### src/rtl/watch_mode_ctrl.sv
`default_nettype none
// ============================================================================
//  Module   : watch_mode_ctrl
//  Purpose  : Mode and display controller for the watch front panel.
//             Steps through NUM_MODES display sources with the mode button.
//             Runs a cursor-based edit FSM (set / next / up) that loads,
//             edits and commits a digit buffer for settable modes. Drives a
//             registered DIGITS-wide BCD/char bus to the decoder bank.
//  Ports    : clk_i, reset_i       - clock, synchronous active-high reset
//             *_btn_i              - level buttons, rising edge = one event
//             src_digits_i         - packed per-mode digit sources
//             src_is_char_i        - per-mode char-code flag
//             mode_o, editing_o    - current mode and edit status
//             disp_digits_o        - registered display bus
//             numorchar_o          - registered char flag of current mode
//             commit_o/_mode_o/_value_o - one-cycle commit of edited buffer
//  Revision : 1.0 - initial release
// ============================================================================
module watch_mode_ctrl #(
  parameter int              NUM_MODES  = 4,
  parameter int              DIGITS     = 7,
  parameter logic [3:0]      SETTABLE   = 4'b1101,
  parameter int              DIGIT_MAX  = 9,
  parameter int              BLINK_DIV  = 500,
  parameter logic [3:0]      BLANK_CODE = 4'hF,
  localparam int             MODE_W     = (NUM_MODES > 1) ? $clog2(NUM_MODES) : 1
) (
  input  logic                        clk_i,
  input  logic                        reset_i,
  input  logic                        mode_btn_i,
  input  logic                        set_btn_i,
  input  logic                        next_btn_i,
  input  logic                        up_btn_i,
  input  logic [NUM_MODES*DIGITS*4-1:0] src_digits_i,
  input  logic [NUM_MODES-1:0]        src_is_char_i,
  output logic [MODE_W-1:0]           mode_o,
  output logic                        editing_o,
  output logic [DIGITS*4-1:0]         disp_digits_o,
  output logic                        numorchar_o,
  output logic                        commit_o,
  output logic [MODE_W-1:0]           commit_mode_o,
  output logic [DIGITS*4-1:0]         commit_value_o
);

  localparam int CUR_W   = (DIGITS > 1) ? $clog2(DIGITS) : 1;
  localparam int BLINK_W = (BLINK_DIV > 1) ? $clog2(BLINK_DIV) : 1;

  localparam logic [0:0] S_IDLE = 1'b0;
  localparam logic [0:0] S_EDIT = 1'b1;

  // Button sync/edge registers; bit 0 mode, 1 set, 2 next, 3 up
  logic [3:0]              btn_q, btn_q2;
  logic [3:0]              w_evt;
  logic                    w_ev_mode, w_ev_set, w_ev_next, w_ev_up;

  logic [0:0]              state_q, state_d;
  logic [MODE_W-1:0]       mode_q, mode_d;
  logic [CUR_W-1:0]        cursor_q, cursor_d;
  logic [DIGITS*4-1:0]     buf_q, buf_d;
  logic [BLINK_W-1:0]      blink_cnt_q, blink_cnt_d;
  logic                    blink_off_q, blink_off_d;
  logic [DIGITS*4-1:0]     disp_q, disp_d;
  logic                    numorchar_q, numorchar_d;
  logic                    commit_q, commit_d;
  logic [MODE_W-1:0]       commit_mode_q, commit_mode_d;
  logic [DIGITS*4-1:0]     commit_value_q, commit_value_d;

  logic                    w_editing;
  logic                    w_load;
  logic                    w_commit;
  logic [DIGITS*4-1:0]     w_src [NUM_MODES];

  // Unpack the per-mode source slices
  for (genvar m = 0; m < NUM_MODES; m++) begin : g_src
    assign w_src[m] = src_digits_i[m*DIGITS*4 +: DIGITS*4];
  end

  // Only the highest-priority event acts: mode > set > next > up
  assign w_evt     = btn_q & ~btn_q2;
  assign w_ev_mode = w_evt[0];
  assign w_ev_set  = w_evt[1] & ~w_evt[0];
  assign w_ev_next = w_evt[2] & ~|w_evt[1:0];
  assign w_ev_up   = w_evt[3] & ~|w_evt[2:0];

  // ---------------------------------------------------------------- FSM
  always_ff @(posedge clk_i) begin
    if (reset_i) state_q <= S_IDLE;
    else         state_q <= state_d;
  end

  always_comb begin
    state_d = state_q;
    case (state_q)
      S_IDLE:  if (w_ev_set && SETTABLE[mode_q]) state_d = S_EDIT;
      S_EDIT:  if (w_ev_mode || w_ev_set)         state_d = S_IDLE;
      default: state_d = S_IDLE;
    endcase
  end

  always_comb begin
    w_editing = (state_q == S_EDIT);
    w_load    = (state_q == S_IDLE) && w_ev_set && SETTABLE[mode_q];
    w_commit  = (state_q == S_EDIT) && w_ev_set;
  end

  // ----------------------------------------------------------- datapath
  always_comb begin
    mode_d         = mode_q;
    cursor_d       = cursor_q;
    buf_d          = buf_q;
    blink_cnt_d    = '0;
    blink_off_d    = 1'b0;
    commit_d       = w_commit;
    commit_mode_d  = commit_mode_q;
    commit_value_d = commit_value_q;

    if (!w_editing && w_ev_mode) begin
      mode_d = (mode_q == MODE_W'(NUM_MODES-1)) ? '0 : mode_q + 1'b1;
    end

    if (w_load) begin
      buf_d    = w_src[mode_q];
      cursor_d = CUR_W'(DIGITS-1);
    end else if (w_editing && w_ev_next) begin
      cursor_d = (cursor_q == '0) ? CUR_W'(DIGITS-1) : cursor_q - 1'b1;
    end else if (w_editing && w_ev_up) begin
      for (int d = 0; d < DIGITS; d++) begin
        if (cursor_q == CUR_W'(d)) begin
          // ">=" also folds out-of-range loaded codes back to 0
          buf_d[4*d +: 4] = (buf_q[4*d +: 4] >= 4'(DIGIT_MAX)) ? 4'h0
                                                             : buf_q[4*d +: 4] + 4'h1;
        end
      end
    end

    // Blink runs only while staying in EDIT with no cursor/digit activity;
    // everything else (idle, entry, next/up, exit) restarts it visible.
    if (w_editing && (state_d == S_EDIT) && !w_ev_next && !w_ev_up) begin
      if (blink_cnt_q == BLINK_W'(BLINK_DIV-1)) begin
        blink_cnt_d = '0;
        blink_off_d = ~blink_off_q;
      end else begin
        blink_cnt_d = blink_cnt_q + 1'b1;
        blink_off_d = blink_off_q;
      end
    end

    if (w_commit) begin
      commit_mode_d  = mode_q;
      commit_value_d = buf_q;
    end
  end

  // Display is built from the registered state, hence one extra cycle
  always_comb begin
    disp_d      = w_src[mode_q];
    numorchar_d = src_is_char_i[mode_q];
    if (w_editing) begin
      disp_d = buf_q;
      if (blink_off_q) begin
        for (int d = 0; d < DIGITS; d++) begin
          if (cursor_q == CUR_W'(d)) disp_d[4*d +: 4] = BLANK_CODE;
        end
      end
    end
  end

  always_ff @(posedge clk_i) begin
    if (reset_i) begin
      btn_q          <= '0;
      btn_q2         <= '0;
      mode_q         <= '0;
      cursor_q       <= CUR_W'(DIGITS-1);
      buf_q          <= '0;
      blink_cnt_q    <= '0;
      blink_off_q    <= 1'b0;
      disp_q         <= '0;
      numorchar_q    <= 1'b0;
      commit_q       <= 1'b0;
      commit_mode_q  <= '0;
      commit_value_q <= '0;
    end else begin
      btn_q          <= {up_btn_i, next_btn_i, set_btn_i, mode_btn_i};
      btn_q2         <= btn_q;
      mode_q         <= mode_d;
      cursor_q       <= cursor_d;
      buf_q          <= buf_d;
      blink_cnt_q    <= blink_cnt_d;
      blink_off_q    <= blink_off_d;
      disp_q         <= disp_d;
      numorchar_q    <= numorchar_d;
      commit_q       <= commit_d;
      commit_mode_q  <= commit_mode_d;
      commit_value_q <= commit_value_d;
    end
  end

  assign mode_o         = mode_q;
  assign editing_o      = w_editing;
  assign disp_digits_o  = disp_q;
  assign numorchar_o    = numorchar_q;
  assign commit_o       = commit_q;
  assign commit_mode_o  = commit_mode_q;
  assign commit_value_o = commit_value_q;

endmodule
`default_nettype wire

### config.mk
export PLATFORM = sky130hd
export DESIGN_NAME = watch_mode_ctrl
export DESIGN_NICKNAME = d
export VERILOG_FILES = /design/src/rtl/watch_mode_ctrl.sv
export SDC_FILE = /design/constraint.sdc
export NUM_CORES = 1
export LEC_CHECK = 0
export CAP_MARGIN = 20
export CORE_UTILIZATION = 47
export DETAILED_ROUTE_END_ITERATION = 10
export PLACE_DENSITY_LB_ADDON = 0.15
export SYNTH_ARGS = -nofsm -noshare
export SYNTH_HDL_FRONTEND = slang
export SYNTH_SLANG_ARGS = --single-unit
### constraint.sdc
create_clock -name clk_i -period 3.9 [get_ports clk_i]
set_input_delay 0.585 -clock clk_i [delete_from_list [all_inputs] [get_ports clk_i]]
set_output_delay 0.585 -clock clk_i [all_outputs]
set_load 0.01 [all_outputs]
==> metrics.md, run 1 <==
| Metric | Value |
|---|---|
| DP HPWL | `about 11000 um` |
| Syn_area_per_cell | `between 8 and 9 um^2` |
| DRC | `0` |
| TritonRoute pass-1 iters | `5` |
| Tot GR Track Use | `0.2537` |
| Synth area leaders | `dfxtp_1 39%, mux4_2 11%, ha_1 6.3%` |
| Antenna Cells | `0` |
| Min Hold Slack | `0.4528 ns` |
| Num CTS Buffers | `9` |
| Worst-margin pin slew | `1.061 ns` |
| Dominant synthesized flop cell | `dfxtp_1` |
| Area of the die | `between 10000 and 15000 um^2` |
| M1 wire length | `6597 um` |
| Clk Latency, worst-skew pair | `between 0.3 and 0.4 ns` |
| Critical Path Source Type | `register` |
| DRT Wirelength | `about 16000 um` |
| CP Cell Sequence | `nor4b_4, and2_1, buf_4, a21o_1, a21oi_1, a311oi_1` |
| Synth cell types | `46` |
| Post-CTS setup buffers | `0` |
| Die W | `between 100 and 150 um` |
| Die outline height | `113.1 um` |
| Yosys reg bits | `about 110` |
| Worst setup path class | `register to register` |
| Logic pwr share | `0.195` |
| Top layer in use | `met4` |
| Cell count after synthesis | `660` |
| Core area | `between 10000 and 15000 um^2` |
| Fin Setup TNS | `0 ns` |
| GR Overflow Total | `0` |
| Area grow syn2layout | `38.52%` |
| Global-route wire length before repair | `25900 um` |
| Fmax | `0.3595 GHz` |
| Root Driver | `clkbuf_16` |
| Top post-synthesis cells by count | `112 x dfxtp_1, 82 x nand2_1, 78 x nor2_1` |
| Initial antenna violation count | `0` |
| Cell taking the most area after synthesis | `dfxtp_1` |
| Sw frac | `0.2486` |
| CP max stage delay | `just over 0.7 ns` |
| Iter 0 DRT Violations | `~290` |
| Max_slew headroom | `0.2928` |
| Synth warn | `0` |
| Clock Tree Buf Depth | `2` |
| Top-area cell type share of the netlist area | `0.3863` |
| Largest net degree at the start of global routing | `103` |
| Post-DR wirelength/cell | `around 17 um` |
| Status | `complete, no violations` |
| Port bufs | `184` |
| Power share of the sequential group | `0.443` |
| CTS tree | `yes` |
| Clk_skew | `~0.009 ns` |
| Starting density of the core | `0.4832` |
| Final hold violations | `0` |
| Hold-fix buffers, CTS | `0` |
| Period utilisation layout | `0.7133` |
| Data required time of the critical path | `4.15 ns` |
| Peak supply drop | `roughly 0.00020 V` |
| Clock Sinks | `between 100 and 150` |
| DR vias | `5572` |
| Mapped cell area | `about 5800 um^2` |
| Hold WC Path Type | `register to register` |
| P_int | `~2100 uW` |
| Syn Nets | `about 800` |
| # setup viols final | `0` |
| Worst Path Max Fanout | `45` |
| Worst Path Arrival | `3.04 ns` |
| CP max stage cell | `and2_1` |
| Fin crit period | `between 2 and 3 ns` |
| Number of global-route vias before repair | `about 5300` |
| Max-slew violations | `0` |
| Std cell rows | `40` |
| Unrepaired setup endpoints after global routing | `false` |
| Ys async rst share | `0` |
| Vias per cell | `5.733` |
| Crit path capture type | `register` |
| Layout filler cell count | `between 900 and 1000` |
| Top-count cell post-synth | `dfxtp_1` |
| Post-cts resize count | `0` |
| P_sw | `~700 uW` |
| Post-route ant nets | `0` |
| Post-synth EDFFs | `0` |
| Worst-path clk slew | `around 0.07 ns` |
| P_leak | `between 0.002 and 0.003 uW` |
| Layout cells sized above 1 | `0.08485` |
| Nets@finish | `971` |
| Clock power share | `0.362` |
| Placer Congestion | `0.8511` |
| CTS H-tree lvls | `3` |
| Sequential-to-total area share from yosys stat | `0.3863` |
| Pwr Density | `348.6 nW/um^2` |
| Ports | `approximately 190` |
| Met2 Routed Length | `just under 8000 um` |
| Max Cap Viol | `0` |
| WL met3 | `approximately 1400 um` |
## cells by family after synthesis
family / count (synthesis) / synth area share
fa+ha+maj: 29 / 0.06251
buf+inv: 75 / 0.05346
simple gates: 261 / 0.2093
mux: 31 / 0.1162
xor+xnor: 8 / 0.01207
compound gates: 144 / 0.1602
flops: 112 / 0.3863
## power groups by stage
stage / clock network [uW] / logic (uW) / registers, uW
CTS: 1020 / 548 / 1240
global placement: 0 / 531 / 1270
global route: 1080 / 594 / 1250
finish: 1010 / 547 / 1240
floorplan: 0 / 278 / 1270
detailed placement: 0 / 545 / 1270
## final timing paths
kind	startpoint	endpoint	slack, ns	cells after the start
worst max-delay path	editing_o	buf_q[13]	1.12	6
worst min-delay path	commit_value_o[10]	commit_value_o[10]	0.45	2
worst max register to register	editing_o	buf_q[13]	1.12	6
worst min register to register	commit_value_o[10]	commit_value_o[10]	0.45	2
## flip-flops by register name (all words and copies together) (netlist names)
register and flops:
commit_value_o 28, disp_digits_o 28, blink_cnt_q 9, mode_o 2, cursor_q 3, numorchar_o 1
commit_mode_o 2, btn_q2 4, btn_q 4, blink_off_q 1, commit_o 1, editing_o 1
buf_q 28
## critical path: cells and delay by family, from the launching register on
| family | cells | cell delay (ns) |
|---|---|---|
| compound gates | 3 | 0.59 |
| flops | 1 | 0.61 |
| buf+inv | 1 | 0.37 |
| simple gates | 2 | 1.10 |
## metrics by stage
stage	power (uW)	cells	setup slack, ns	area [um^2]	util
global route	2924	972	0.8839	8040	0.6694
floorplan	1549	660	1.031	5804	-
global placement	1796	956	1.312	7709	0.6418
detailed placement	1812	956	1.163	7709	0.6418
CTS	2815	972	1.138	8040	0.6694
finish	2803	972	1.118	8040	0.6694
## layout make-up
type | instances | area [um^2] | share of cell area
Tap cell | 147 | 183.9 | 0.02288
Multi-Input combinational cell | 473 | 3252 | 0.4045
Clock buffer | 11 | 252.7 | 0.03143
Clock inverter | 5 | 78.83 | 0.009804
Timing Repair Buffer | 194 | 1914 | 0.2381
Sequential cell | 112 | 2246 | 0.2793
Inverter | 30 | 112.6 | 0.01401
## per-layer routing
metal | track usage | vias to the layer above
met1 | 0.3084 | 2633
met5 | 0 | -
li1 | - | 2659
met4 | 0.08860 | 0
met2 | 0.4368 | 257
met3 | 0.06267 | 23
## layout by cell type (no fill, tap or decap), types with 7 or more instances in the layout
cell	instances
a21oi_1	67
a22oi_1	20
a311oi_1	11
buf_4	11
clkbuf_16	9
clkdlybuf4s50_1	183
dfxtp_1	109
ha_1	29
inv_1	30
mux4_2	29
nand2_1	82
nand3_1	16
nand4_1	7
nor2_1	78
nor2b_1	23
nor3_1	32
o21ai_0	10
or3b_2	7
No activity file was read; power rests on OpenSTA's default activity.
==> inputs of run 2 (changes only) <==
--- a/config.mk
+++ b/config.mk
@@ -6,7 +6,7 @@
 export NUM_CORES = 1
 export LEC_CHECK = 0
 export CAP_MARGIN = 20
-export CORE_UTILIZATION = 47
+export CORE_UTILIZATION = 42
 export DETAILED_ROUTE_END_ITERATION = 10
 export PLACE_DENSITY_LB_ADDON = 0.15
 export SYNTH_ARGS = -nofsm -noshare
==> constraint.sdc (replaced) <==
create_clock -name clk_i -period 2.4 [get_ports clk_i]
set_input_delay 0.36 -clock clk_i [delete_from_list [all_inputs] [get_ports clk_i]]
set_output_delay 0.36 -clock clk_i [all_outputs]
set_load 0.01 [all_outputs]
==> metrics.md, run 2 (synthesis gave the netlist of run 1 again) <==
| Metric | Value |
|---|---|
| # setup viols final | `0` |
| Worst Path Arrival | `approximately 2.5 ns` |
| Iter 0 DRT Violations | `~330` |
| Fmax | `around 0.46 GHz` |
| Worst-path clk slew | `~0.070 ns` |
| Pwr Density | `approximately 550 nW/um^2` |
| Critical Path Source Type | `register` |
| Root Driver | `clkbuf_16` |
| Vias per cell | `around 5.5` |
| Starting density of the core | `0.4349` |
| Period utilisation layout | `0.9076` |
| DP HPWL | `~12000 um` |
| Max_slew headroom | `0.6176` |
| DRT Wirelength | `roughly 16000 um` |
| Fin crit period | `2.178 ns` |
| Tot GR Track Use | `0.2273` |
| DRC | `0` |
| Hold WC Path Type | `register to register` |
| Port bufs | `~180` |
| TritonRoute pass-1 iters | `5` |
| Max-slew violations | `0` |
| Max Cap Viol | `0` |
| Antenna Cells | `0` |
| Clk_skew | `just under 0.006 ns` |
| Leading cell type in the layout, fill and taps excluded | `clkdlybuf4s50_1` |
| CTS H-tree lvls | `3` |
| Clock Tree Buf Depth | `2` |
| Post-route ant nets | `0` |
| Layout cells sized above 1 | `0.09233` |
| Nets@finish | `980` |
| P_leak | `just under 0.003 uW` |
| Hold-fix buffers, CTS | `0` |
| Final design utilization | `0.6105` |
| Worst setup path class | `register to register` |
| Global-route wire length before repair | `around 26000 um` |
| Unrepaired setup endpoints after global routing | `false` |
| Die W | `around 120 um` |
| Area of the die | `between 10000 and 15000 um^2` |
| Worst Path Max Fanout | `6` |
| Post-DR wirelength/cell | `roughly 16 um` |
| CTS tree | `yes` |
| Worst-margin pin slew | `around 0.57 ns` |
| Min Hold Slack | `0.4537 ns` |
| Fin Setup TNS | `0 ns` |
| GR Overflow Total | `0` |
| Initial antenna violation count | `0` |
| Status | `complete, no violations` |
| Data required time of the critical path | `between 2 and 3 ns` |
| DR vias | `approximately 5500` |
| Core area | `between 10000 and 15000 um^2` |
| Placer Congestion | `a little over 0.8` |
| Num CTS Buffers | `9` |
| Std cell rows | `42` |
| Post-cts resize count | `0` |
| Post-CTS setup buffers | `0` |
| Crit path capture type | `register` |
| Die outline height | `between 100 and 150 um` |
| Most frequent cells in the layout | `183 x clkdlybuf4s50_1, 109 x dfxtp_1, 82 x nand2_1` |
| Clk Latency, worst-skew pair | `between 0.3 and 0.4 ns` |
| Clock Sinks | `approximately 110` |
| Ports | `185` |
| Number of global-route vias before repair | `approximately 5400` |
| Pwr Total | `approximately 4500 uW` |
| Final hold violations | `0` |
| Largest net degree at the start of global routing | `56` |
| Area grow syn2layout | `40.40%` |
| Peak supply drop | `0.0003295 V` |
-- run 2: cell count changes in the layout (fill, tap and decap cells not counted), sizes merged --
cell,delta
clkbuf,+1
clkinv,-1
buf,+9
-- run 2: critical path: stages (launching register included) --
cell     delay [ns]
dfxtp_1        0.43
inv_1          0.09
ha_1           0.18
or3b_2         0.46
a22oi_1        0.32
a22oi_1        0.14
or3_1          0.32
a21oi_1        0.16
-- run 2: worst paths after layout --
path / startpoint / end / slack, ns / depth (start not counted)
worst max-delay path: buf_q[9] / buf_q[9] / 0.22 / 7
worst min-delay path: commit_value_o[12] / commit_value_o[12] / 0.45 / 2
worst max register to register: buf_q[9] / buf_q[9] / 0.22 / 7
worst min register to register: commit_value_o[12] / commit_value_o[12] / 0.45 / 2
-- run 2: per-layer routing --
layer	vias to the layer above	global-route usage	share of wire
met5	-	0	0
met4	0	0.07422	0.016
met3	22	0.05181	0.082
met2	226	0.3902	0.49
met1	2616	0.2808	0.42
li1	2674	-	-
-- run 2: cell type report --
cell class,count,area (um^2)
clock buffers,12,236.5
clock inverters,4,70.07
fillers,1169,5199
inverters,30,112.6
multi-input cells,473,3254
flip-flops and latches,112,2248
well taps,176,220.2
repair buffers,203,2007
-- run 2: power by group --
part	internal [uW]	switching (uW)
combinational	519	388
clock	913	648
sequential	1950	62.6
total	3380	1100
-- run 2: per-stage QoR --
stage / worst slack, ns / std cells / instance area (um^2)
after floorplan: 0.02187 / 660 / 5828
after global routing: 0.09726 / 1010 / 8149
after global placement: 0.3946 / 994 / 7843
after detailed placement: 0.2720 / 994 / 7843
after CTS: 0.2557 / 1010 / 8149
final: 0.2218 / 1010 / 8149
